===== src/rtl/mem_port_pkg.sv =====
// Shared constants and types for the memory port controller.
// Latency: n/a (package only).
// Backpressure: n/a (package only).
package mem_port_pkg;

  // Default data word: instruction 6 + register address 4 + memory address 6.
  localparam int WORD_SIZE     = 16;
  localparam int MEM_ADDR_SIZE = 6;

  // Wait-state counter width; covers WAIT_CYCLES 0..15.
  localparam int CNT_W = 4;

  typedef enum logic [1:0] {
    IDLE   = 2'd0,
    ACCESS = 2'd1,
    DONE   = 2'd2
  } state_t;

endpackage


===== src/rtl/mem_wait_counter.sv =====
// Wait-state down-counter: loads a start value, decrements while enabled, flags zero.
// Latency: load/decrement take effect on the next rising edge; zero is combinational from the count.
// Backpressure: none; it stops at zero rather than wrapping.
// Ports: clock, reset (async active-low), load + load_val, dec, zero.
module mem_wait_counter
  import mem_port_pkg::*;
(
  input  logic             clock,
  input  logic             reset,
  input  logic             load,
  input  logic [CNT_W-1:0] load_val,
  input  logic             dec,
  output logic             zero
);

  logic [CNT_W-1:0] cnt;

  always_ff @(posedge clock or negedge reset) begin
    if (!reset) begin
      cnt <= '0;
    end else if (load) begin
      cnt <= load_val;
    end else if (dec && (cnt != '0)) begin
      cnt <= cnt - 1'b1;
    end
  end

  assign zero = (cnt == '0);

endmodule


===== src/rtl/mem_port_ctrl.sv =====
// Memory port controller: captures one CPU request, runs a strobed memory access, answers with a four-phase ack.
// Latency: cpu_ack rises WAIT_CYCLES+2 edges after the capture edge (posted writes: 1 edge after capture).
// Backpressure: one access in flight; cpu_req is only sampled in IDLE, busy is high otherwise.
// Ports: clock, reset (async active-low); cpu_req/cpu_we/cpu_addr/cpu_wdata in, cpu_ack/cpu_rdata/busy out;
//        mem_read/mem_write strobes, mem_address_bus, data_to_mem out; data_from_mem in.
// Config: define MEM_PORT_CTRL_POST_WRITE_EN to acknowledge writes early while the memory write completes.
module mem_port_ctrl
  import mem_port_pkg::*;
#(
  parameter int WORD_SIZE     = mem_port_pkg::WORD_SIZE,
  parameter int MEM_ADDR_SIZE = mem_port_pkg::MEM_ADDR_SIZE,
  parameter int WAIT_CYCLES   = 2
) (
  input  logic                     clock,
  input  logic                     reset,
  input  logic                     cpu_req,
  input  logic                     cpu_we,
  input  logic [MEM_ADDR_SIZE-1:0] cpu_addr,
  input  logic [WORD_SIZE-1:0]     cpu_wdata,
  output logic                     cpu_ack,
  output logic [WORD_SIZE-1:0]     cpu_rdata,
  output logic                     busy,
  output logic                     mem_read,
  output logic                     mem_write,
  output logic [MEM_ADDR_SIZE-1:0] mem_address_bus,
  output logic [WORD_SIZE-1:0]     data_to_mem,
  input  logic [WORD_SIZE-1:0]     data_from_mem
);

  localparam logic [CNT_W-1:0] WAIT_LOAD = CNT_W'(WAIT_CYCLES);

  state_t                   state;
  state_t                   state_nxt;
  logic                     we_q;
  logic [MEM_ADDR_SIZE-1:0] addr_q;
  logic [WORD_SIZE-1:0]     wdata_q;
  logic                     ack_nxt;
  logic                     hs_q;       // CPU handshake already completed for the current access
  logic                     posted;     // current access acknowledges before the memory finishes
  logic                     capture;
  logic                     in_access;
  logic                     cnt_zero;
  logic                     last_access;
  logic                     ack_fall;

  assign capture     = (state == IDLE) && cpu_req;
  assign in_access   = (state == ACCESS);
  assign last_access = in_access && cnt_zero;
  assign ack_fall    = cpu_ack && !cpu_req;

`ifdef MEM_PORT_CTRL_POST_WRITE_EN
  assign posted = we_q;

  always_ff @(posedge clock or negedge reset) begin
    if (!reset) begin
      hs_q <= 1'b0;
    end else if (capture) begin
      hs_q <= 1'b0;
    end else if (ack_fall) begin
      hs_q <= 1'b1;
    end
  end
`else
  assign posted = 1'b0;
  assign hs_q   = 1'b0;
`endif

  // Counter is loaded on the capture edge, so ACCESS spans WAIT_CYCLES+1 cycles.
  mem_wait_counter u_wait_cnt (
    .clock    (clock),
    .reset    (reset),
    .load     (capture),
    .load_val (WAIT_LOAD),
    .dec      (in_access),
    .zero     (cnt_zero)
  );

  always_ff @(posedge clock or negedge reset) begin
    if (!reset) begin
      state <= IDLE;
    end else begin
      state <= state_nxt;
    end
  end

  always_comb begin
    state_nxt = state;
    ack_nxt   = cpu_ack;
    case (state)
      IDLE: begin
        if (cpu_req) state_nxt = ACCESS;
      end
      ACCESS: begin
        if (cnt_zero) state_nxt = DONE;
        // Only a posted write can be acknowledged (and released) while the strobe is still running.
        if (ack_fall) begin
          ack_nxt = 1'b0;
        end else if (posted && !cpu_ack && !hs_q) begin
          ack_nxt = 1'b1;
        end
      end
      DONE: begin
        if (ack_fall) begin
          ack_nxt   = 1'b0;
          state_nxt = IDLE;
        end else if (!cpu_ack && hs_q) begin
          state_nxt = IDLE;
        end else if (!cpu_ack) begin
          ack_nxt = 1'b1;
        end
      end
      default: begin
        state_nxt = IDLE;
      end
    endcase
  end

  always_ff @(posedge clock or negedge reset) begin
    if (!reset) begin
      cpu_ack   <= 1'b0;
      we_q      <= 1'b0;
      addr_q    <= '0;
      wdata_q   <= '0;
      cpu_rdata <= '0;
    end else begin
      cpu_ack <= ack_nxt;
      if (capture) begin
        we_q    <= cpu_we;
        addr_q  <= cpu_addr;
        wdata_q <= cpu_wdata;
      end
      if (last_access && !we_q) begin
        cpu_rdata <= data_from_mem;
      end
    end
  end

  // Strobes decode straight from the state register so reset drops them without a clock edge.
  assign busy            = (state != IDLE);
  assign mem_read        = in_access && !we_q;
  assign mem_write       = in_access && we_q;
  assign mem_address_bus = addr_q;
  assign data_to_mem     = wdata_q;

endmodule


===== config.mk =====
export PLATFORM = sky130hd
export DESIGN_NAME = mem_port_ctrl
export DESIGN_NICKNAME = d
export VERILOG_FILES = /design/src/rtl/mem_port_pkg.sv /design/src/rtl/mem_wait_counter.sv /design/src/rtl/mem_port_ctrl.sv
export SDC_FILE = /design/constraint.sdc
export NUM_CORES = 1
export LEC_CHECK = 0
export CORE_MARGIN = 1
export CORE_UTILIZATION = 35
export CTS_CLUSTER_SIZE = 24
export DETAILED_ROUTE_END_ITERATION = 16
export GPL_TIMING_DRIVEN = 0
export PLACE_DENSITY = 0.69
export SETUP_SLACK_MARGIN = 0.3
export SYNTH_ARGS = -nofsm -noshare
export SYNTH_HDL_FRONTEND = slang
export SYNTH_SLANG_ARGS = --single-unit

===== constraint.sdc =====
create_clock -name clock -period 2 [get_ports clock]
set_input_delay 0.2 -clock clock [delete_from_list [all_inputs] [get_ports clock]]
set_output_delay 0.2 -clock clock [all_outputs]
set_load 0.1 [all_outputs]

Word level (Yosys, flattened, before mapping)
Index checks and enable logic that the tools add are counted.
{"block": "totals", "regBits": 46, "in_bits": 42, "output_inout_bits": 42}
{"block": "classes", "eq_ne": 6, "muxes": 9, "n_addsub": 1, "reduce_logical": 17}
{"operator": "4-bit 2-to-1 mux", "count": 2}
{"operator": "1-bit logical AND", "count": 7}
{"operator": "2-bit 2-to-1 mux", "count": 3}
{"operator": "2-bit one-hot mux with 3 select lines", "count": 1}
{"operator": "2-bit nonzero test", "count": 3}
{"operator": "4-bit zero test", "count": 1}
{"operator": "2-bit by 1-bit inequality test with 1-bit output, second input constant", "count": 2}
{"operator": "2-bit inequality test, second input constant", "count": 2}
{"operator": "4-bit nonzero test", "count": 1}
{"operator": "4-bit by 1-bit subtractor with 4-bit output, second input constant", "count": 1}
{"operator": "3-bit AND reduction", "count": 1}
{"operator": "2-bit by 1-bit equality test with 1-bit output, second input constant", "count": 1}
{"operator": "2-bit equality test, second input constant", "count": 1}
{"operator": "1-bit zero test", "count": 2}
{"operator": "2-bit zero test", "count": 1}
{"operator": "1-bit 2-to-1 mux", "count": 2}
{"operator": "1-bit one-hot mux with 2 select lines", "count": 1}
{"operator": "2-bit AND reduction", "count": 1}

Longest topological paths before layout
Gate-level depths: netlist of run 1.
{"block": "depth", "depth_word": 4, "ltp_mapped": 6, "mapped_depth_nobuf": 5}

Hierarchy
Synthesis of run 1 repeated with hierarchy kept, for this count alone.
{"block": "hier_totals", "hier_cells": 131, "area_unflattened_um2": 1990.7}
{"module": "mem_port_ctrl", "n_inst": 1, "cells_per_inst": 104, "area_per_inst_um2": 1720.4, "seq_area_each_um2": 1051.0}
{"module": "mem_wait_counter", "n_inst": 1, "cells_per_inst": 27, "area_per_inst_um2": 270.3, "seq_area_each_um2": 100.1}

Worst setup path before layout of run 1
No wires, ideal clock.
{"block": "synth_timing", "path_kind": "reg-to-output", "start": "reg state[1]", "end": "out mem_read", "t_arrival_ps": 1889, "required_time_ps": 1800, "n_path_buf": 0, "path_slack_ps": -89, "stages_incl_launch_ff": 3, "cell_sequence": "dfrtp_1 nand2b_1 nor2_1"}
{"block": "synth_via", "elab_chain_cells": 2}
{"item": "from (decl)", "line": "mem_port_ctrl.sv:32", "rtl": "state_t state;"}
{"item": "from (signal assigned)", "line": "mem_port_ctrl.sv:82", "rtl": "state <= state_nxt;"}
{"item": "2-bit by 1-bit equality test with 1-bit output", "line": "mem_port_ctrl.sv:47", "rtl": "assign in_access = (state == ACCESS);"}
{"item": "1-bit logical AND", "line": "mem_port_ctrl.sv:140", "rtl": "assign mem_read = in_access && !we_q;"}
{"item": "to (decl)", "line": "mem_port_ctrl.sv:23", "rtl": "output logic mem_read,"}
No other way between the ends.

Final worst setup path of run 1
{"block": "layout_timing", "start": "reg cpu_rdata[7]", "end": "out cpu_rdata[7]"}
{"item": "from (decl)", "line": "mem_port_ctrl.sv:21", "rtl": "output logic [WORD_SIZE-1:0] cpu_rdata,"}
{"item": "from (signal assigned)", "line": "mem_port_ctrl.sv:133", "rtl": "cpu_rdata <= data_from_mem;"}
No word-level cell between the ends.

==> results of run 1 <==
## state kept, by name, summed over array words and instances, names as in the netlist
register / flops
state: 2
mem_address_bus: 6
cpu_ack: 1
cpu_rdata: 16
data_to_mem: 16
u_wait_cnt.cnt: 4
we_q: 1
## cell type report
cell class / count / area (sq um)
repair buffers: 95 / 788
plain buffers: 6 / 40.0
well taps: 70 / 87.6
fillers: 486 / 2250
flip-flops and latches: 46 / 1150
clock inverters: 1 / 5.00
inverters: 3 / 11.3
multi-input cells: 113 / 689
clock buffers: 7 / 86.3
## repair_timing
action,4_1_cts,5_1_grt
buffers inserted,0,9
gates resized for setup,83,62
endpoints found under the hold margin,22,0
cloned,0,1
endpoints found under the setup margin,52,75
hold buffers,1,0
pin swaps,0,1
## layout by cell type, fill, tap and decap left out, types with 2 or more instances in the layout
| cell type | n |
|---|---|
| dfrtp_2 | 2 |
| o21ai_0 | 3 |
| nand2b_1 | 2 |
| buf_2 | 3 |
| clkdlybuf4s50_1 | 40 |
| mux2_2 | 16 |
| nor3b_4 | 2 |
| buf_4 | 11 |
| nand2_1 | 68 |
| nor2_1 | 4 |
| mux2i_1 | 2 |
| clkdlybuf4s15_1 | 7 |
| clkbuf_8 | 6 |
| dfrtp_1 | 44 |
| clkbuf_2 | 31 |
| clkbuf_1 | 3 |
| inv_2 | 2 |
## per-layer routing
layer	wire length (microns)	vias to the layer above
li1	-	748
met1	1830	745
met2	1960	54
met3	309	5
met4	50	0
met5	0	-
## kinds of logic after synthesis
logic type	count (synthesis)	synth area share
and+or+nand+nor	85	0.205
DFF	46	0.623
muxes	18	0.108
buffers and inverters	9	0.0223
AOI/OAI and AO/OA	8	0.0278
adders and majority gates	2	0.0135
## worst paths after layout
path	slack (ns)	end	cells past startpoint	startpoint
hold / removal	0.43	data_to_mem[7]$_DFFE_PN0P_	3	cpu_wdata[7]
setup / recovery	0.32	cpu_rdata[7]	1	cpu_rdata[7]$_DFFE_PN0P_
max in group asynchronous	1.03	mem_address_bus[1]$_DFFE_PN0P_	3	reset
setup reg to reg	0.33	cpu_rdata[7]$_DFFE_PN0P_	6	u_wait_cnt.cnt[0]$_DFFE_PN0P_
min in group asynchronous	0.44	cpu_ack$_DFFE_PN0P_	2	reset
hold reg to reg	0.48	mem_address_bus[1]$_DFFE_PN0P_	2	mem_address_bus[1]$_DFFE_PN0P_
## per-stage QoR
step | hold slack (ns) | utilization | std cells
4_1_cts | 0.421 | 0.561 | 331
3_3_place_gp | 0.457 | 0.542 | 321
3_5_place_dp | 0.227 | 0.545 | 322
5_1_grt | 0.431 | 0.560 | 341
2_1_floorplan | -0.0956 | - | 168
6_report | 0.434 | 0.560 | 341
==> metrics.txt, run 1 <==
# TYPE chip_impl_metric gauge
chip_impl_metric{name="synth.ff_latch_count",unit=""} 46
chip_impl_metric{name="groute.layer.met1.usage",unit=""} 0.189
chip_impl_metric{name="gpl.final_weighted_congestion",unit=""} 0.750
chip_impl_info{name="cp-end-kind",value="primary output"} 1
chip_impl_metric{name="num_rows",unit=""} 26
chip_impl_metric{name="dp_hpwl",unit="microns"} 2970
chip_impl_metric{name="critPathBufInv",unit=""} 1
chip_impl_metric{name="slew_at_the_pin_with_the_worst_max_slew_slack",unit="ns"} 0.956
chip_impl_metric{name="synthesis.instances",unit=""} 168
chip_impl_metric{name="worstSkewPairLatency",unit="ns"} 0.28
chip_impl_metric{name="timing.critical_path.fanout_max",unit=""} 2
chip_impl_metric{name="antenna_found_initial",unit=""} 0
chip_impl_metric{name="grt_overflow_total",unit=""} 0
chip_impl_metric{name="yosys.area.top_type_share",unit=""} 0.623
chip_impl_metric{name="grt_usage",unit=""} 0.154
chip_impl_metric{name="worstPathRequired",unit="ns"} 1.80
chip_impl_metric{name="postPlaceCellArea",unit="sq um"} 2780
chip_impl_metric{name="slowest_delay",unit="ns"} 0.85
chip_impl_metric{name="fraction_of_registers_with_async_set_reset",unit=""} 1.00
chip_impl_metric{name="antenna-diode-count",unit=""} 0
chip_impl_info{name="synthTopCellsByArea",value="dfrtp_1, nand2_1, mux2_2"} 1
chip_impl_metric{name="numPortBuffers",unit=""} 83
chip_impl_metric{name="finalInstanceArea",unit="sq um"} 2860
chip_impl_metric{name="globalRouteMet2Util",unit=""} 0.254
chip_impl_metric{name="fin_nets",unit=""} 314
chip_impl_info{name="grt-busiest-layer",value="met2"} 1
chip_impl_metric{name="fp.coreArea",unit="sq um"} 5110
chip_impl_metric{name="antenna_left",unit=""} 0
chip_impl_metric{name="ios",unit=""} 84
chip_impl_info{name="synthFlopType",value="dfrtp_1"} 1
chip_impl_metric{name="arrival",unit="ns"} 1.48
chip_impl_metric{name="synth-edff-count",unit=""} 0
chip_impl_info{name="timing.critical_path.cells",value="dlygate4sd2_1"} 1
chip_impl_metric{name="max_freq",unit="MHz"} 597
chip_impl_metric{name="dr.pass1.iters",unit=""} 4
chip_impl_metric{name="grt_start_max_net_pins",unit=""} 25
chip_impl_metric{name="cts.htree.levels",unit=""} 2
chip_impl_info{name="result_of_the_run",value="completed"} 1
chip_impl_metric{name="finalClockSkew",unit="ns"} 0.00402
chip_impl_metric{name="met3_usage",unit=""} 0.0495
chip_impl_metric{name="mappedNetlistArea",unit="sq um"} 1850
chip_impl_metric{name="synthToLayoutAreaGrowth",unit="%"} 54.8
chip_impl_metric{name="yosys_warnings",unit=""} 0
chip_impl_info{name="worst-setup-path-type",value="register to primary output"} 1
chip_impl_metric{name="detail_route.drc_violations",unit=""} 0
chip_impl_metric{name="route.vias.total",unit=""} 1552
chip_impl_metric{name="tritoncts_buffers",unit=""} 5
chip_impl_metric{name="wire_length_of_the_first_global_routing_pass",unit="microns"} 6470
chip_impl_metric{name="via_count_of_the_first_global_routing_pass",unit=""} 1444
chip_impl_metric{name="slew_limit_headroom",unit=""} 0.365
chip_impl_metric{name="ys_types",unit=""} 26
chip_impl_metric{name="dpl_worst_slack",unit="ns"} -0.158
chip_impl_metric{name="post_synth.cell_area_avg",unit="sq um"} 11.0
chip_impl_metric{name="synth_sequential_area_ratio",unit=""} 0.623
chip_impl_metric{name="cap_viol_max_count",unit=""} 0
chip_impl_metric{name="die_width",unit="microns"} 74.7
chip_impl_metric{name="avgRoutedWirePerCell",unit="microns"} 12.2
chip_impl_metric{name="final_layout_size_suffix_gt1_frac",unit=""} 0.310
chip_impl_metric{name="dieHeight",unit="microns"} 74.7
chip_impl_metric{name="setup_viol",unit=""} 0
chip_impl_info{name="library_cell_with_the_highest_instance_count_after_synthesis",value="nand2_1"} 1
chip_impl_info{name="holdCritPathClass",value="input pin to register"} 1
chip_impl_metric{name="tritoncts_num_sinks",unit=""} 46
chip_impl_metric{name="clkSlewWorstSetupHoldPaths",unit="ns"} 0.08
chip_impl_info{name="worst_path_max_delay_cell",value="dlygate4sd2_1"} 1
chip_impl_metric{name="number_of_max_slew_violations_in_the_final_report",unit=""} 0
chip_impl_metric{name="final.min_clock_period",unit="ns"} 1.68
chip_impl_metric{name="hold_violations",unit=""} 0
chip_impl_metric{name="die-area",unit="sq um"} 5570
chip_impl_info{name="cp_startpoint_kind",value="register"} 1
chip_impl_metric{name="initial_utilization",unit=""} 0.362
chip_impl_info{name="tritoncts",value="done"} 1
chip_impl_info{name="cpLargestDelayFamily",value="buffers and inverters"} 1
chip_impl_info{name="ys_top_cells_by_count",value="nand2_1, dfrtp_1, mux2_2"} 1
chip_impl_metric{name="drtIter0Drc",unit=""} 44
chip_impl_metric{name="final_wirelength",unit="microns"} 4150
chip_impl_metric{name="via_to_cell_ratio",unit=""} 4.55
chip_impl_metric{name="final_critical_path_setup_slack",unit="ns"} 0.324
chip_impl_metric{name="synth_nets",unit=""} 212
chip_impl_info{name="cell_type_with_the_highest_aggregate_area_in_the_netlist",value="dfrtp_1"} 1
chip_impl_info{name="cell_at_the_root_of_the_clock_tree",value="clkbuf_8"} 1
chip_impl_metric{name="cts-root-to-sink-buffers",unit=""} 2
chip_impl_metric{name="period_share",unit=""} 0.838
chip_impl_metric{name="fin_setup_tns",unit="ns"} 0
chip_impl_info{name="rsz0062_at_grt",value="yes"} 1
Power of run 1 is not shown: default switching activity piles up to over one toggle a cycle in this logic, so the estimate is an artifact.
==> run 2: changes to the inputs <==
--- a/config.mk
+++ b/config.mk
@@ -10,7 +10,7 @@
 export CTS_CLUSTER_SIZE = 24
 export DETAILED_ROUTE_END_ITERATION = 16
 export GPL_TIMING_DRIVEN = 0
-export PLACE_DENSITY = 0.69
+export PLACE_DENSITY = 0.72
 export SETUP_SLACK_MARGIN = 0.3
 export SYNTH_ARGS = -nofsm -noshare
 export SYNTH_HDL_FRONTEND = slang
==> constraint.sdc (replaced) <==
create_clock -name clock -period 1.5 [get_ports clock]
set_input_delay 0.15 -clock clock [delete_from_list [all_inputs] [get_ports clock]]
set_output_delay 0.15 -clock clock [all_outputs]
set_load 0.1 [all_outputs]
==> metrics.txt, run 2 (same netlist as run 1, synthesis figures left out) <==
# TYPE chip_impl_metric gauge
chip_impl_metric{name="grt_overflow_total",unit=""} 0
chip_impl_metric{name="hold_violations",unit=""} 0
chip_impl_metric{name="fp.coreArea",unit="sq um"} 5110
chip_impl_info{name="result_of_the_run",value="finished, violations left"} 1
chip_impl_metric{name="antenna-diode-count",unit=""} 0
chip_impl_metric{name="cts.htree.levels",unit=""} 2
chip_impl_metric{name="worstSkewPairLatency",unit="ns"} 0.29
chip_impl_metric{name="dr.pass1.iters",unit=""} 2
chip_impl_metric{name="antenna_found_initial",unit=""} 0
chip_impl_metric{name="slew_at_the_pin_with_the_worst_max_slew_slack",unit="ns"} 0.603
chip_impl_info{name="cell_at_the_root_of_the_clock_tree",value="clkbuf_8"} 1
chip_impl_metric{name="ios",unit=""} 84
chip_impl_metric{name="dpl_worst_slack",unit="ns"} -0.551
chip_impl_metric{name="grt_start_max_net_pins",unit=""} 26
chip_impl_metric{name="initial_utilization",unit=""} 0.362
chip_impl_metric{name="worstPathRequired",unit="ns"} 1.68
chip_impl_info{name="setup.worst_path.start",value="u_wait_cnt.cnt[1]$_DFFE_PN0P_"} 1
chip_impl_info{name="timing.rr.start",value="u_wait_cnt.cnt[1]$_DFFE_PN0P_"} 1
chip_impl_metric{name="cap_viol_max_count",unit=""} 0
chip_impl_metric{name="setup_viol",unit=""} 17
chip_impl_metric{name="via_count_of_the_first_global_routing_pass",unit=""} 1523
chip_impl_metric{name="tritoncts_num_sinks",unit=""} 46
chip_impl_info{name="cp_startpoint_kind",value="register"} 1
chip_impl_metric{name="via_to_cell_ratio",unit=""} 4.52
chip_impl_metric{name="die_width",unit="microns"} 74.7
chip_impl_info{name="source_of_the_worst_hold_timing_path",value="cpu_wdata[3]"} 1
chip_impl_metric{name="grt_usage",unit=""} 0.170
chip_impl_info{name="rsz0062_at_grt",value="yes"} 1
chip_impl_metric{name="antenna_left",unit=""} 0
chip_impl_metric{name="max_freq",unit="MHz"} 638
chip_impl_metric{name="fin_worst_hold_slack",unit="ns"} 0.380
chip_impl_info{name="holdCritPathClass",value="input pin to register"} 1
chip_impl_metric{name="final_layout_size_suffix_gt1_frac",unit=""} 0.521
chip_impl_metric{name="final_critical_path_setup_slack",unit="ns"} -0.0676
chip_impl_metric{name="tritoncts_buffers",unit=""} 5
chip_impl_metric{name="numPortBuffers",unit=""} 83
chip_impl_info{name="layout_commonest_cell",value="buf_4"} 1
chip_impl_info{name="worst-setup-path-type",value="register to register"} 1
chip_impl_metric{name="avgRoutedWirePerCell",unit="microns"} 13.1
chip_impl_info{name="cp-end-kind",value="register"} 1
chip_impl_metric{name="wire_length_of_the_first_global_routing_pass",unit="microns"} 7070
chip_impl_metric{name="arrival",unit="ns"} 1.74
chip_impl_metric{name="finalClockSkew",unit="ns"} 0.00568
chip_impl_metric{name="clkSlewWorstSetupHoldPaths",unit="ns"} 0.08
chip_impl_metric{name="die-area",unit="sq um"} 5570
chip_impl_metric{name="final.min_clock_period",unit="ns"} 1.57
chip_impl_metric{name="dp_hpwl",unit="microns"} 2980
chip_impl_metric{name="final_wirelength",unit="microns"} 4600
chip_impl_metric{name="timing.critical_path.fanout_max",unit=""} 10
chip_impl_metric{name="detail_route.drc_violations",unit=""} 0
chip_impl_metric{name="fin_nets",unit=""} 323
chip_impl_metric{name="synthToLayoutAreaGrowth",unit="%"} 80.3
chip_impl_metric{name="number_of_max_slew_violations_in_the_final_report",unit=""} 0
chip_impl_metric{name="route.vias.total",unit=""} 1581
chip_impl_metric{name="gpl.final_weighted_congestion",unit=""} 0.682
chip_impl_metric{name="num_rows",unit=""} 26
chip_impl_metric{name="cts-root-to-sink-buffers",unit=""} 2
chip_impl_info{name="failed_checks",value="setup timing"} 1
chip_impl_metric{name="slew_limit_headroom",unit=""} 0.598
chip_impl_metric{name="period_share",unit=""} 1.05
chip_impl_metric{name="dieHeight",unit="microns"} 74.7
chip_impl_metric{name="drtIter0Drc",unit=""} 21
chip_impl_metric{name="layout.core_utilization",unit=""} 0.652
chip_impl_info{name="tritoncts",value="done"} 1
chip_impl_info{name="layout.cells.most_common_list",value="buf_4, dfrtp_1, clkdlybuf4s50_1"} 1
## run 2: final timing paths
kind	end	cells after the start	slack, ns
min reg2reg	data_to_mem[6]$_DFFE_PN0P_	2	0.49
min in group asynchronous	data_to_mem[1]$_DFFE_PN0P_	2	0.40
min	data_to_mem[3]$_DFFE_PN0P_	3	0.38
max in group asynchronous	cpu_rdata[6]$_DFFE_PN0P_	3	0.59
max	cpu_rdata[13]$_DFFE_PN0P_	6	-0.07
max reg2reg	cpu_rdata[13]$_DFFE_PN0P_	6	-0.07
## run 2: area by class of cell
cell class	instances	area [sq um]
sequential	46	1150
timing repair buffer	104	993
clock buffer	6	72.6
multi-input combinational	113	886
inverter	3	11.3
clock inverter	2	37.5
buffer	6	88.8
tap	70	87.6
fill	433	1780
## run 2: what timing repair did
action | CTS | global route
buffers inserted | 13 | 4
endpoints found under the hold margin | 24 | 0
hold buffers | 1 | 0
pin swaps | 9 | 28
endpoints found under the setup margin | 86 | 50
resized for setup | 302 | 34
cloned | 0 | 2
## run 2: critical path, stage by stage (launching register included)
cell	delay [ns]
dfrtp_1	0.42
inv_2	0.09
ha_4	0.12
nor3b_4	0.25
nand3b_4	0.13
buf_6	0.16
mux2_2	0.28
## run 2: per-stage QoR
step,cell area (sq um),TNS (ns),std cells
final,3330,-0.786,350
after global placement,2840,-60.91,321
after CTS,3160,-0.448,344
after detailed placement,2870,-14.37,322
after global routing,3330,-2.08,350
after floorplan,1930,-0.523,168
## run 2: routing by layer
| layer | vias to the layer above | track usage | part of all wire |
|---|---|---|---|
| met5 | - | 0 | 0 |
| met1 | 750 | 0.196 | 0.39 |
| met2 | 62 | 0.286 | 0.51 |
| met4 | 0 | 0.0797 | 0.021 |
| li1 | 760 | - | - |
| met3 | 9 | 0.0549 | 0.078 |
Power of run 2 is left out for the same reason.
